**src/rtl/spi_register_bridge.sv**
```systemverilog
// SPI (mode 0) slave that turns 32-bit frames into register writes.
// Frame layout: {number[15:0], value[15:0]}, MSB first. All inputs are resynchronised to i_Clock.
module spi_register_bridge #(
  parameter int unsigned SYNC_STAGES = 2
) (
  input  logic        i_Clock,
  input  logic        i_Reset_n,
  input  logic        i_SPI_Clock,
  input  logic        i_SPI_MOSI,
  input  logic        i_SPI_ChipSelect_n,
  output logic [15:0] o_RegisterNumber,
  output logic [15:0] o_RegisterValue,
  output logic        o_RegisterWriteEnable,
  output logic        o_FrameError
);

  typedef enum logic [1:0] {
    StIdle,
    StShift,
    StCommit,
    StDrain
  } state_e;

  logic [SYNC_STAGES-1:0] r_sclk_sync;
  logic [SYNC_STAGES-1:0] r_mosi_sync;
  logic [SYNC_STAGES-1:0] r_cs_sync;
  logic [SYNC_STAGES-1:0] r_fill;
  logic                   r_sclk_prev;
  logic                   r_armed;
  state_e                 r_state;
  logic [5:0]             r_bit_cnt;
  logic [31:0]            r_shift;
  logic [15:0]            r_number;
  logic [15:0]            r_value;
  logic                   r_frame_error;

  logic                   w_sclk;
  logic                   w_mosi;
  logic                   w_cs;
  logic                   w_rise;
  state_e                 w_state_d;
  logic [5:0]             w_bit_cnt_d;
  logic [31:0]            w_shift_d;
  logic                   w_abort;

  assign w_sclk = r_sclk_sync[SYNC_STAGES-1];
  assign w_mosi = r_mosi_sync[SYNC_STAGES-1];
  assign w_cs   = r_cs_sync[SYNC_STAGES-1];
  assign w_rise = w_sclk & ~r_sclk_prev;

  // Identical depth on all three inputs keeps MOSI aligned with the detected clock edge.
  always_ff @(posedge i_Clock or negedge i_Reset_n) begin
    if (!i_Reset_n) begin
      r_sclk_sync <= '0;
      r_mosi_sync <= '0;
      r_cs_sync   <= '1;
      r_fill      <= '0;
      r_sclk_prev <= 1'b0;
      r_armed     <= 1'b0;
    end else begin
      r_sclk_sync <= {r_sclk_sync[SYNC_STAGES-2:0], i_SPI_Clock};
      r_mosi_sync <= {r_mosi_sync[SYNC_STAGES-2:0], i_SPI_MOSI};
      r_cs_sync   <= {r_cs_sync[SYNC_STAGES-2:0], i_SPI_ChipSelect_n};
      r_fill      <= {r_fill[SYNC_STAGES-2:0], 1'b1};
      r_sclk_prev <= w_sclk;
      // The chain resets to "deselected", so only trust a high CS once real samples fill it.
      r_armed     <= r_armed | (r_fill[SYNC_STAGES-1] & w_cs);
    end
  end

  always_comb begin
    w_state_d   = r_state;
    w_bit_cnt_d = r_bit_cnt;
    w_shift_d   = r_shift;
    w_abort     = 1'b0;
    case (r_state)
      StIdle: begin
        if (r_armed && !w_cs) begin
          w_state_d   = StShift;
          w_bit_cnt_d = '0;
          w_shift_d   = '0;
        end
      end
      StShift: begin
        // The 32nd edge wins over a simultaneous CS release.
        if (w_rise && (r_bit_cnt == 6'd31)) begin
          w_shift_d   = {r_shift[30:0], w_mosi};
          w_bit_cnt_d = 6'd32;
          w_state_d   = StCommit;
        end else if (w_cs) begin
          w_state_d = StIdle;
          w_abort   = (r_bit_cnt != 6'd0);
        end else if (w_rise) begin
          w_shift_d   = {r_shift[30:0], w_mosi};
          w_bit_cnt_d = r_bit_cnt + 6'd1;
        end
      end
      StCommit: w_state_d = StDrain;
      StDrain: begin
        if (w_cs) w_state_d = StIdle;
      end
      default: w_state_d = StIdle;
    endcase
  end

  always_ff @(posedge i_Clock or negedge i_Reset_n) begin
    if (!i_Reset_n) begin
      r_state       <= StIdle;
      r_bit_cnt     <= '0;
      r_shift       <= '0;
      r_number      <= '0;
      r_value       <= '0;
      r_frame_error <= 1'b0;
    end else begin
      r_state       <= w_state_d;
      r_bit_cnt     <= w_bit_cnt_d;
      r_shift       <= w_shift_d;
      r_frame_error <= w_abort;
      // Load on entry so the data is already valid in the strobe cycle.
      if (w_state_d == StCommit) begin
        r_number <= w_shift_d[31:16];
        r_value  <= w_shift_d[15:0];
      end
    end
  end

  assign o_RegisterNumber      = r_number;
  assign o_RegisterValue       = r_value;
  assign o_RegisterWriteEnable = (r_state == StCommit);
  assign o_FrameError          = r_frame_error;

endmodule

```
**config.mk**
```make
export PLATFORM = sky130hd
export DESIGN_NAME = spi_register_bridge
export DESIGN_NICKNAME = d
export VERILOG_FILES = /design/src/rtl/spi_register_bridge.sv
export SDC_FILE = /design/constraint.sdc
export NUM_CORES = 1
export LEC_CHECK = 0
export CORE_MARGIN = 5
export CORE_UTILIZATION = 30
export CTS_BUF_LIST = sky130_fd_sc_hd__clkbuf_2 sky130_fd_sc_hd__clkbuf_4 sky130_fd_sc_hd__clkbuf_8
export CTS_CLUSTER_DIAMETER = 30
export DETAILED_ROUTE_END_ITERATION = 8
export GPL_ROUTABILITY_DRIVEN = 0
export PLACE_DENSITY = 0.53
export SLEW_MARGIN = 20
export SYNTH_ARGS = -nofsm -noshare
export SYNTH_HDL_FRONTEND = slang
export SYNTH_SLANG_ARGS = --single-unit
```
**constraint.sdc**
```tcl
create_clock -name i_Clock -period 1.6 [get_ports i_Clock]
set_input_delay 0.16 -clock i_Clock [delete_from_list [all_inputs] [get_ports i_Clock]]
set_output_delay 0.16 -clock i_Clock [all_outputs]
set_load 0.01 [all_outputs]
```
==> summary.txt <==
Finish
  – # diodes: 0
  – Final Non-Filler Cells: 402
  – Nets: 271
  – Area growth syn-to-layout: 31.48%
  – Share of layout cells above drive strength 1: 29.00%
  – Final instance area: 0.004024 sq mm

STA
  – Tmin final: 1635 ps
  – Setup violations, final: 20
  – Final WS setup: -35.27 ps
  – RSZ-0062 raised after global routing: yes
  – Setup TNS: -213.0 ps
  – Maximum clock frequency: 0.6115 GHz
  – Setup Skew: 7.325 ps
  – Final Hold Fails: 0
  – Final slew viol count: 0
  – Tcrit/Tclk final: 102.2%

Floorplan
  – Die footprint: 0.01232 sq mm
  – Initial Util: 31.02%
  – Die Y: 111 microns
  – Boundary Pins: 39
  – Die Width: 111 microns
  – Rows: 36
  – Core area: 0.009864 sq mm

Synth
  – Synth Flop Type: dfrtp_1
  – Mapped Avg Cell Area: 14.78 sq um
  – Cell count after synthesis: 207
  – Flops & latches, synth: 82
  – Number of synthesized flops with an enable pin: 0
  – Cell with the most instances after synthesis: dfrtp_1
  – Leading post-synthesis cells by cell area: dfrtp_1 (65%), mux2_2 (12%), a22o_1 (9.2%)
  – Post-synth top area cell: dfrtp_1
  – Synth Cell Area: 0.003060 sq mm
  – Sequential element share of the synthesized area: 67.13%
  – Post-synthesis async set-or-reset flop share: 100.0%
  – Distinct cells, synth: 31
  – Commonest cells in the netlist: dfrtp_1 (80), a22o_1 (32), mux2_2 (32)
  – Syn nets: 214
  – Top-area cell type share of the netlist area: 65.41%
  – Warnings, synthesis: 0

Route
  – TritonRoute pass-1 iters: 4
  – Number of routed nets with antenna violations: 0
  – Via/cell ratio: 4.694
  – DR DRC count: 0
  – Via count: 1,887
  – Starting DRT DRC Count: 84
  – Final wirelength: 5899 microns
  – Routed WL per cell: 14.67 microns

Hold path
  – Worst Hold Path Cells: 1
  – Worst hold path class: input port to flip-flop

Global routing
  – Initial antenna violation count: 0
  – GR Overflow Total: 0
  – GRT Resource Usage Total: 9.921%
  – Largest net degree at the start of global routing: 34
  – Vias in the first global route: 1,913
  – First-pass GRT wire length: 9887 microns

Pwr
  – Leak: 0.001892 uW
  – Power Dens Cells: 976.1 mW/mm^2
  – Max VDD drop: 0.4051 mV

CTS
  – CTS max path bufs: 2
  – Skew-Pair Late Insertion Delay: 350 ps
  – Cts bufs inserted: 9
  – CTS tree: done
  – Clk pin slew, worst setup/hold paths: 80 ps
  – Clock Sinks: 82
  – Root Driver: clkbuf_8
  – H-Tree Level Count: 3

Worst setup path
  – Peak fanout along the critical path: 3
  – Critical Path AT: 1900 ps
  – Critical Setup Path Class: flip-flop to flip-flop
  – Startpoint types: flip-flop
  – CP Capture Type: flip-flop
  – Required @ worst endpoint: 1870 ps
  – R2R depth: 4

Placement
  – Post-DP Area: 0.003756 sq mm
  – HPWL Detailed: 3707 microns
  – Post-placement cell count: 383
  – # port buffers: 38

Outcome
  – Outcome: finished, violations left
  – Failing checks: negative setup slack

Flow run
  – Maxcap violations: 0
-- logic make-up after synthesis --
kind of cell	synth area share [%]
AOI/OAI and AO/OA	12.63
adders and majority gates	0.8175
buffers and inverters	2.289
DFF	67.13
muxes	12.10
other	0.1225
and+or+nand+nor	4.906
-- repair_timing --
action / in CTS / in global routing
setup buffers: 1 / 0
cloned: 0 / 1
hold buffers: 1 / 0
gates resized for setup: 2 / 3
setup endpoints to repair: 3 / 56
endpoints found under the hold margin: 20 / 0
pin swaps: 3 / 1
-- per-stage QoR --
stage	util, %	power [uW]	hold slack, ps	setup slack (ps)
floorplan	-	2301	-135.6	-19.84
global placement	38.08	2421	85.81	-15.89
detailed placement	38.08	2422	81.76	-41.84
CTS	40.39	4012	194.8	-32.26
global route	40.79	4115	198.9	-90.72
finish	40.79	3928	216.0	-35.27
-- power by group --
| group | switching [uW] | internal, uW | total [uW] |
|---|---|---|---|
| clock network | 725 | 821 | 1550 |
| registers | 16.3 | 2100 | 2110 |
| logic | 162 | 108 | 270 |
-- routing by layer --
layer	vias up	routed length, microns	GRT usage (%)
met5	-	0	0
met4	0	98	4.433
met3	8	336	4.148
met2	49	2651	14.28
met1	957	2812	13.01
li1	873	-	-
-- layout by cell type, fill, tap and decap left out, drive strengths merged, types with 2 or more instances in the layout --
master | netlist | layout
ha | 2 | 2
and3 | 3 | 3
nor3 | 2 | 2
nand3 | 4 | 4
clkinvlp | 0 | 2
a21o | 3 | 3
dfrtp | 80 | 80
dfstp | 2 | 2
a21oi | 6 | 6
clkbuf | 0 | 13
mux2 | 32 | 32
inv | 4 | 4
nor2b | 3 | 3
clkdlybuf4s50 | 0 | 36
nand2 | 5 | 5
buf | 11 | 18
o21ai | 2 | 2
or3 | 2 | 2
a22o | 32 | 32
-- registers in the layout, indices dropped and copies added, names as in the netlist, 2 cells and up --
name / flops
r_shift: 31
r_bit_cnt: 6
r_state: 2
r_mosi_sync: 2
r_fill: 2
r_cs_sync: 2
r_sclk_sync: 2
o_RegisterNumber: 16
o_RegisterValue: 16
-- worst max-delay path, cell delays in order, from the launching register on --
cell,delay (ps)
dfrtp_1,390
or3b_4,390
or3_4,390
or3_1,310
o211ai_1,80
-- worst paths after layout --
path	start	end	slack, ps
max	r_sclk_prev	r_bit_cnt[5]	-40
min	i_SPI_ChipSelect_n	r_cs_sync[0]	220
max reg2reg	r_sclk_prev	r_bit_cnt[5]	-40
min reg2reg	r_sclk_sync[0]	r_sclk_sync[1]	350
max in group asynchronous	i_Reset_n	r_shift[14]	800
min in group asynchronous	i_Reset_n	o_RegisterNumber[9]	250
-- layout make-up --
cell class / instances / area (sq um)
fillers: 938 / 5841
flip-flops and latches: 82 / 2054
multi-input cells: 110 / 977.2
repair buffers: 57 / 601.8
well taps: 133 / 166.4
clock buffers: 12 / 158.9
clock inverters: 4 / 50.05
inverters: 4 / 15.01
Note: power is estimated with default switching activity, not from simulation.
